File: config.mk
export PLATFORM = sky130hd
export DESIGN_NAME = seg7_scan_receiver_flat
export DESIGN_NICKNAME = d
export VERILOG_FILES = /design/src/rtl/seg7_scan_if.sv /design/src/rtl/seg7_scan_receiver.sv /design/src/flat_wrapper.sv
export SDC_FILE = /design/constraint.sdc
export NUM_CORES = 1
export LEC_CHECK = 0
export ABC_CLOCK_PERIOD_IN_PS = 2300
export BUFFER_PORTS_ARGS = -buffer_cell sky130_fd_sc_hd__buf_2
export CORE_MARGIN = 2
export CORE_UTILIZATION = 30
export CTS_BUF_LIST = sky130_fd_sc_hd__clkbuf_16
export DETAILED_ROUTE_END_ITERATION = 12
export PLACE_DENSITY_LB_ADDON = 0.12
export RECOVER_POWER = 100
export REMOVE_ABC_BUFFERS = 1
export SYNTH_ARGS = -nofsm -noshare
export SYNTH_HDL_FRONTEND = slang
export SYNTH_SLANG_ARGS = --single-unit
File: constraint.sdc
create_clock -name clk -period 2.3 [get_ports clk]
set_clock_uncertainty 0.1 [all_clocks]
set_input_delay 0.345 -clock clk [delete_from_list [all_inputs] [get_ports clk]]
set_output_delay 0.345 -clock clk [all_outputs]
set_load 0.1 [all_outputs]
File: src/rtl/seg7_scan_if.sv
// Digit stream in from the benchmark core, multiplexed display pins out.
interface seg7_scan_if;
  logic [3:0] digit_in;
  logic [1:0] digit_sel;
  logic       digit_valid;
  logic [6:0] seg;
  logic [2:0] an;
  logic       frame_done;

  modport master (
    output digit_in, digit_sel, digit_valid,
    input  seg, an, frame_done
  );

  modport slave (
    input  digit_in, digit_sel, digit_valid,
    output seg, an, frame_done
  );
endinterface

File: src/rtl/seg7_scan_receiver.sv
// Three-digit frame receiver and multiplexed common-anode seven-segment driver.
// Digits are staged in shadow registers; the hundreds beat commits the whole
// frame at once so a partial frame is never displayed.
module seg7_scan_receiver #(
  parameter int unsigned REFRESH_DIV  = 50,
  parameter int unsigned BLANK_CYCLES = 2,
  parameter int unsigned LZB          = 1
) (
  input  logic       clk,
  input  logic       rst,
  seg7_scan_if.slave bus
);

  localparam int unsigned CNT_W = (REFRESH_DIV > 1) ? $clog2(REFRESH_DIV) : 1;
  localparam logic [CNT_W-1:0] CNT_LAST  = CNT_W'(REFRESH_DIV - 1);
  localparam logic [CNT_W-1:0] CNT_BLANK = CNT_W'(BLANK_CYCLES);
  localparam logic [6:0] SEG_OFF = 7'b1111111;
  localparam logic [2:0] AN_OFF  = 3'b111;

  logic [CNT_W-1:0] cnt_q, cnt_d;
  logic [1:0]       idx_q, idx_d;
  logic [3:0]       shadow0_q, shadow0_d;
  logic [3:0]       shadow1_q, shadow1_d;
  logic [3:0]       disp0_q, disp0_d;
  logic [3:0]       disp1_q, disp1_d;
  logic [3:0]       disp2_q, disp2_d;
  logic             frame_done_q, frame_done_d;
  logic [6:0]       seg_q, seg_d;
  logic [2:0]       an_q, an_d;

  logic [3:0]       cur_digit;
  logic [2:0]       an_sel;
  logic             suppress;

  // Active-low {g,f,e,d,c,b,a} pattern; error codes show a dash.
  function automatic logic [6:0] decode(input logic [3:0] d);
    case (d)
      4'd0:    decode = 7'b1000000;
      4'd1:    decode = 7'b1111001;
      4'd2:    decode = 7'b0100100;
      4'd3:    decode = 7'b0110000;
      4'd4:    decode = 7'b0011001;
      4'd5:    decode = 7'b0010010;
      4'd6:    decode = 7'b0000010;
      4'd7:    decode = 7'b1111000;
      4'd8:    decode = 7'b0000000;
      4'd9:    decode = 7'b0010000;
      default: decode = 7'b0111111;
    endcase
  endfunction

  // Next-state: scan timing, digit capture/commit and registered pin values.
  always_comb begin
    cnt_d        = cnt_q;
    idx_d        = idx_q;
    shadow0_d    = shadow0_q;
    shadow1_d    = shadow1_q;
    disp0_d      = disp0_q;
    disp1_d      = disp1_q;
    disp2_d      = disp2_q;
    frame_done_d = 1'b0;
    seg_d        = SEG_OFF;
    an_d         = AN_OFF;
    cur_digit    = disp0_q;
    an_sel       = 3'b110;
    suppress     = 1'b0;

    if (cnt_q == CNT_LAST) begin
      cnt_d = '0;
      idx_d = (idx_q == 2'd2) ? 2'd0 : idx_q + 2'd1;
    end else begin
      cnt_d = cnt_q + CNT_W'(1);
    end

    if (bus.digit_valid) begin
      case (bus.digit_sel)
        2'd0: shadow0_d = bus.digit_in;
        2'd1: shadow1_d = bus.digit_in;
        2'd2: begin
          disp2_d      = bus.digit_in;
          disp1_d      = shadow1_q;
          disp0_d      = shadow0_q;
          frame_done_d = 1'b1;
        end
        default: ;
      endcase
    end

    case (idx_q)
      2'd1: begin
        cur_digit = disp1_q;
        an_sel    = 3'b101;
      end
      2'd2: begin
        cur_digit = disp2_q;
        an_sel    = 3'b011;
      end
      default: begin
        cur_digit = disp0_q;
        an_sel    = 3'b110;
      end
    endcase

    // Dashes are non-zero, so they never trigger suppression of themselves or lower digits.
    suppress = (LZB != 0) &&
               (((idx_q == 2'd2) && (disp2_q == 4'd0)) ||
                ((idx_q == 2'd1) && (disp2_q == 4'd0) && (disp1_q == 4'd0)));

    if (cnt_q >= CNT_BLANK) begin
      an_d  = an_sel;
      seg_d = suppress ? SEG_OFF : decode(cur_digit);
    end
  end

  // State and output registers with synchronous reset.
  always_ff @(posedge clk) begin
    if (rst) begin
      cnt_q        <= '0;
      idx_q        <= 2'd0;
      shadow0_q    <= 4'd0;
      shadow1_q    <= 4'd0;
      disp0_q      <= 4'd0;
      disp1_q      <= 4'd0;
      disp2_q      <= 4'd0;
      frame_done_q <= 1'b0;
      seg_q        <= SEG_OFF;
      an_q         <= AN_OFF;
    end else begin
      cnt_q        <= cnt_d;
      idx_q        <= idx_d;
      shadow0_q    <= shadow0_d;
      shadow1_q    <= shadow1_d;
      disp0_q      <= disp0_d;
      disp1_q      <= disp1_d;
      disp2_q      <= disp2_d;
      frame_done_q <= frame_done_d;
      seg_q        <= seg_d;
      an_q         <= an_d;
    end
  end

  assign bus.seg        = seg_q;
  assign bus.an         = an_q;
  assign bus.frame_done = frame_done_q;

endmodule

File: src/flat_wrapper.sv
// flat-port wrapper written by rule: the top's interface ports become plain ports
module seg7_scan_receiver_flat 
#(
  parameter int unsigned REFRESH_DIV  = 50,
  parameter int unsigned BLANK_CYCLES = 2,
  parameter int unsigned LZB          = 1
)
  (clk, rst, bus_digit_in, bus_digit_sel, bus_digit_valid, bus_seg, bus_an, bus_frame_done);
  seg7_scan_if bus_i ();
  input  logic clk;
  input  logic rst;
  input wire logic [$bits(bus_i.digit_in)-1:0] bus_digit_in;
  input wire logic [$bits(bus_i.digit_sel)-1:0] bus_digit_sel;
  input wire logic [$bits(bus_i.digit_valid)-1:0] bus_digit_valid;
  output wire logic [$bits(bus_i.seg)-1:0] bus_seg;
  output wire logic [$bits(bus_i.an)-1:0] bus_an;
  output wire logic [$bits(bus_i.frame_done)-1:0] bus_frame_done;
  assign bus_i.digit_in = bus_digit_in;
  assign bus_i.digit_sel = bus_digit_sel;
  assign bus_i.digit_valid = bus_digit_valid;
  assign bus_seg = bus_i.seg;
  assign bus_an = bus_i.an;
  assign bus_frame_done = bus_i.frame_done;
  seg7_scan_receiver #(.REFRESH_DIV(REFRESH_DIV), .BLANK_CYCLES(BLANK_CYCLES), .LZB(LZB)) u_core (.clk(clk), .rst(rst), .bus(bus_i));
endmodule
==> reports/qor.yml, run 1 <==
cts-hold-fix-buffers: 0
path_max_fanout: 10
wl_mm: 3.390
cp_slowest_cell: "ha_2"
max_stage_delay_ps: 440
synth_async_sr_flop_share: 0
clockBufferDepth: 2
crit_arrival_ps: 2210
wl_per_cell_microns: 12.11
detail-route-antenna-nets: 0
crit_path_start_kind: "flop"
clk_pin_slew_ps: 50
grt-ovfl-total: 0
drcViolationCount: 0
via_count: 1271
fin_util: 0.3708
required_ps: 2380
slew_headroom: 0.2249
syn_avg_cell_area_sq_um: 9.051
post-route-min-period_ps: 2133
drt_iter0_drc: 71
setup_viol_count_final: 0
num_io_pins: 20
maxCapViolations: 0
dp_slack_ps: 128.3
synthCells: 184
final_max_slew_viol_count: 0
totalPowerFinal_mw: 1.791
p_seq_frac: 0.400
synthTopCellsByCount: "dfxtp_1, nand2_1, nor2_1"
grt_usage: 0.1206
setup.worst_path.start: "u_core.idx_q[0]"
diodes: 0
die_h_microns: 78.51
ys.flop_type: "dfxtp_1"
final_layout_size_suffix_gt1_frac: 0.1058
hpwl_mm: 2.481
die_width_microns: 78.51
hold_depth: 3
final_cell_area_sq_um: 2017
p_int_mw: 1.361
yosys_warnings: 0
grt_pass1_wl_mm: 5.892
place_congestion: 0.7559
switching_share: 0.2403
syn2layout_area_growth_pct: 21.11
numCtsBuffers: 5
endpoint_kind: "flop"
hp-class: "input port to flop"
fin_tns_setup_ps: 0
dpl_cell_area_sq_um: 1832
outcome: "finished, final reports clean"
netlist-cell-type-count: 33
vias_per_cell: 4.539
ys_ff_latch: 39
clock_latency_ps: 280
synth_top_area_share: 0.4688
p_leak_nw: 0.7783
worstMarginPinSlew_ps: 1168
die_area_sq_um: 6163
core_area_sq_um: 5439
hold_violations: 0
synth_edf_count: 0
cts.htree.levels: 2
fmaxAchievable_ghz: 0.4688
path_cells: "inv_1, ha_2, nor2_1, a21o_1, inv_1, ha_1, inv_1, o311ai_1"
grt_max_degree: 16
nNetsFinal: 227
r2r_start: "u_core.idx_q[0]"
yosys.area.top_type: "dfxtp_1"
cts_tree: "yes"
clkSinkCount: 39
antenna_found_initial: 0
reg2reg_setup_slack_ps: 170
portBuffers: 19
cp_common_cell: "inv_1"
initial_core_util: 0.3062
first_pass_iters: 4
critPathKind: "flop to flop"
clkPwrFrac: 0.485
cts_root_buffer: "clkbuf_16"
comb_power_share: 0.114
timing.rr.end: "u_core.bus.seg[2]"
crit_path_end: "u_core.bus.seg[2]"
finalWorstSetupSlack_ps: 167.0
yosysMostFrequentCell: "dfxtp_1"
yosysSeqAreaShare: 0.4688
syn_area_sq_um: 1665
post-route-period-util: 0.9274
first_global_vias: 1290
switchingPower_mw: 0.4305
power_density_nw_per_um2: 888.1
nFillCells: 561
synth.area.top_cells: "dfxtp_1, ha_1, nand2_1, mux2i_1, nor2_1"
reg2regPathDepth: 8
peakVddDrop_uv: 359.2
rows: 27
## layer usage
metal | wire [microns] | GRT usage | up-vias
li1 | - | - | 672
met4 | 48 | 0.04912 | 0
met1 | 1672 | 0.1474 | 569
met5 | 0 | 0 | -
met2 | 1523 | 0.1957 | 24
met3 | 146 | 0.03793 | 6
## stage by stage
| stage | instances | hold slack [ps] |
|---|---|---|
| 2_1_floorplan | 177 | 314.1 |
| 6_report | 280 | 232.7 |
| 5_1_grt | 280 | 257.1 |
| 4_1_cts | 278 | 224.8 |
| 3_5_place_dp | 270 | 354.4 |
| 3_3_place_gp | 270 | 355.9 |
## how the worst min path moves through the flow
| stage | from | endpoint | slack, ps |
|---|---|---|---|
| final | bus_digit_in[3] | u_core.disp2_q[3] | 230 |
| after global routing | bus_digit_in[1] | u_core.disp2_q[1] | 260 |
| after CTS | bus_digit_in[3] | u_core.disp2_q[3] | 220 |
| after detailed placement | u_core.shadow0_q[0] | u_core.disp0_q[0] | 350 |
| after global placement | u_core.shadow0_q[2] | u_core.disp0_q[2] | 360 |
| after floorplan | rst | u_core.disp0_q[0] | 310 |
## power groups by stage
stage / sequential [mW] / combinational [mW] / clock [mW]
after global placement: 0.731 / 0.209 / 0
after global routing: 0.720 / 0.219 / 0.921
after CTS: 0.717 / 0.211 / 0.893
after detailed placement: 0.732 / 0.211 / 0
final: 0.717 / 0.204 / 0.870
after floorplan: 0.842 / 0.0519 / 0
## area by class of cell
class,instances,area (sq um),share of cell area
multi-input combinational,129,814.5,0.4038
sequential,39,780.7,0.3871
clock buffer,5,125.1,0.06203
timing repair buffer,23,108.9,0.05397
tap,72,90.09,0.04467
clock inverter,3,63.81,0.03164
inverter,9,33.78,0.01675
## flip-flops by register name (all words and copies together) (netlist names)
name                   cells
u_core.bus.seg             7
u_core.cnt_q               6
u_core.disp0_q             4
u_core.disp1_q             4
u_core.disp2_q             4
u_core.shadow0_q           4
u_core.shadow1_q           4
u_core.bus.an              3
u_core.idx_q               2
u_core.bus.frame_done      1
## what timing repair did
item                       4_1_cts  5_1_grt
gates resized for setup          0        1
hold endpoints to repair         0        0
setup endpoints to repair        0        2
buffers inserted                 0        2
## cells by family after synthesis
group	Yosys count	synth area share
simple gates	69	0.1938
fa+ha+maj	11	0.08264
compound gates	35	0.1330
flops	39	0.4688
buf+inv	16	0.04057
xor+xnor	4	0.02104
mux	10	0.06011
## critical path, delay by kind of cell (launching register included)
family	cells	cell delay, ps
adders and majority gates	2	660
AOI/OAI and AO/OA	2	460
DFF	1	390
buffers and inverters	3	370
and+or+nand+nor	1	60
## layout by cell type (no fill, tap or decap), drive strengths merged, types with 2 or more instances in the layout
cell type and count:
bufinv 2, a211oi 2, nand2b 2, nor3b 2, and3 2, o21ai 6, ha 11, nand3 2
nand2 27, inv 10, buf 10, nand4 4, mux2i 10, dfxtp 39, clkbuf 18, nor2 23
a21oi 17, nand3b 2, xnor2 2, a22oi 4, o311ai 2, a21o 2, xor2 2
(Power assumes the default switching activity.)
==> run 2: changes to the inputs <==
--- a/config.mk
+++ b/config.mk
@@ -8,10 +8,10 @@
 export ABC_CLOCK_PERIOD_IN_PS = 2300
 export BUFFER_PORTS_ARGS = -buffer_cell sky130_fd_sc_hd__buf_2
 export CORE_MARGIN = 2
-export CORE_UTILIZATION = 30
+export CORE_UTILIZATION = 55
 export CTS_BUF_LIST = sky130_fd_sc_hd__clkbuf_16
 export DETAILED_ROUTE_END_ITERATION = 12
-export PLACE_DENSITY_LB_ADDON = 0.12
+export PLACE_DENSITY = 0.82
 export RECOVER_POWER = 100
 export REMOVE_ABC_BUFFERS = 1
 export SYNTH_ARGS = -nofsm -noshare
==> reports/qor.yml, run 2 (synthesis gave the netlist of run 1 again) <==
outcome: "finished, final reports clean"
crit_path_start_kind: "flop"
hold_violations: 0
numCtsBuffers: 5
required_ps: 2350
grt_max_degree: 25
rows: 19
detail-route-antenna-nets: 0
path_cells: "inv_1, ha_1, a22oi_1, a21oi_2, inv_1, ha_1, inv_1, o21ai_0, nand4_1"
peakVddDrop_uv: 564.5
clk_pin_slew_ps: 50
wl_mm: 3.405
fin_cells: 240
worstMarginPinSlew_ps: 1167
cts_root_buffer: "clkbuf_16"
dpl.cell_count: 229
p_leak_nw: 0.7599
final_max_slew_viol_count: 0
max_stage_delay_ps: 350
path_max_fanout: 5
die_h_microns: 59.03
switching_share: 0.2716
core_area_sq_um: 2805
cp_slowest_cell: "dfxtp_1"
first_pass_iters: 4
totalPowerFinal_mw: 1.557
clock_latency_ps: 280
crit_buf_inv: 3
critPathKind: "flop to flop"
nNetsFinal: 228
post-route-period-util: 0.9293
comb_power_share: 0.131
via_count: 1316
drt_iter0_drc: 44
clockBufferDepth: 2
first_global_vias: 1237
syn2layout_area_growth_pct: 16.08
antenna_found_initial: 0
setup_viol_count_final: 0
fmaxAchievable_ghz: 0.4679
cts_tree: "yes"
final_layout_size_suffix_gt1_frac: 0.1053
power_density_nw_per_um2: 805.4
post-route-min-period_ps: 2137
initial_core_util: 0.5937
cts-hold-fix-buffers: 0
grt_usage: 0.2254
cp_common_cell: "inv_1"
cts.htree.levels: 2
maxCapViolations: 0
die_width_microns: 59.03
p_seq_frac: 0.461
clkSinkCount: 39
portBuffers: 19
diodes: 0
drcViolationCount: 0
num_io_pins: 20
crit_family: "adder cells"
p_int_mw: 1.134
nFillCells: 232
hpwl_mm: 2.345
final_cell_mix: "dfxtp_1, nand2_1, nor2_1, a21oi_1, clkbuf_1"
hp-class: "input port to flop"
grt-ovfl-total: 0
grt_pass1_wl_mm: 5.713
final_common_cell: "dfxtp_1"
clkPwrFrac: 0.407
crit_arrival_ps: 2190
wl_per_cell_microns: 14.19
largest_register_ffs: 7
die_area_sq_um: 3484
fin_tns_setup_ps: 0
endpoint_kind: "flop"
place_congestion: 0.8775
vias_per_cell: 5.483
fin_util: 0.6891
slew_headroom: 0.2255
switchingPower_mw: 0.4229
-- run 2: cell types whose count changed in the layout (fill, tap and decap cells not counted), sizes merged --
cell | previous run | this run
bufinv | 2 | 0
buf | 10 | 11
clkinv | 0 | 2
-- run 2: worst reg2reg max path, delay by kind of cell (launching register included) --
family                   cells  cell delay (ps)
AND/OR/NAND/NOR              1              100
AO/OA/AOI/OAI                3              580
adder cells (fa/ha/maj)      2              580
flip-flops                   1              350
buffers and inverters        3              320
-- run 2: per-stage QoR --
step / worst slack (ps) / area (sq um) / hold slack [ps]
after floorplan: 334.4 / 1632 / 314.1
after global placement: 256.7 / 1780 / 344.7
after detailed placement: 57.68 / 1780 / 352.5
after CTS: 42.36 / 1917 / 230.3
after global routing: -59.41 / 1933 / 252.5
final: 162.7 / 1933 / 237.3
-- run 2: layout make-up --
cell class | count | area (sq um) | share of cell area
clock inverter | 3 | 11.26 | 0.005825
tap | 31 | 38.79 | 0.02006
sequential | 39 | 780.7 | 0.4039
multi-input combinational | 129 | 827.0 | 0.4278
timing repair buffer | 24 | 116.4 | 0.06019
clock buffer | 5 | 125.1 | 0.06473
inverter | 9 | 33.78 | 0.01748
-- run 2: final timing paths --
kind	start	endpoint	slack, ps	depth (start not counted)
setup / recovery	u_core.idx_q[0]	u_core.bus.seg[3]	160	9
hold / removal	bus_digit_in[2]	u_core.disp2_q[2]	240	3
hold reg to reg	u_core.shadow0_q[3]	u_core.disp0_q[3]	360	2
setup reg to reg	u_core.idx_q[0]	u_core.bus.seg[3]	160	9
-- run 2: repair_timing --
item                                    CTS  global route
gates resized for setup                   0             3
buffers inserted                          0             3
endpoints found under the hold margin     0             0
endpoints found under the setup margin    0             3
-- run 2: power groups by stage --
stage	sequential, mW	clock (mW)	combinational, mW
final	0.718	0.634	0.205
after global routing	0.720	0.678	0.217
after CTS	0.717	0.644	0.210
after detailed placement	0.731	0	0.208
after global placement	0.730	0	0.206
after floorplan	0.842	0	0.0519
-- run 2: routing by layer --
| metal | GRT usage | part of all wire | vias to the layer above |
|---|---|---|---|
| li1 | - | - | 674 |
| met1 | 0.2597 | 0.44 | 598 |
| met2 | 0.3810 | 0.49 | 32 |
| met3 | 0.07424 | 0.042 | 12 |
| met4 | 0.09740 | 0.023 | 0 |
| met5 | 0 | 0 | - |
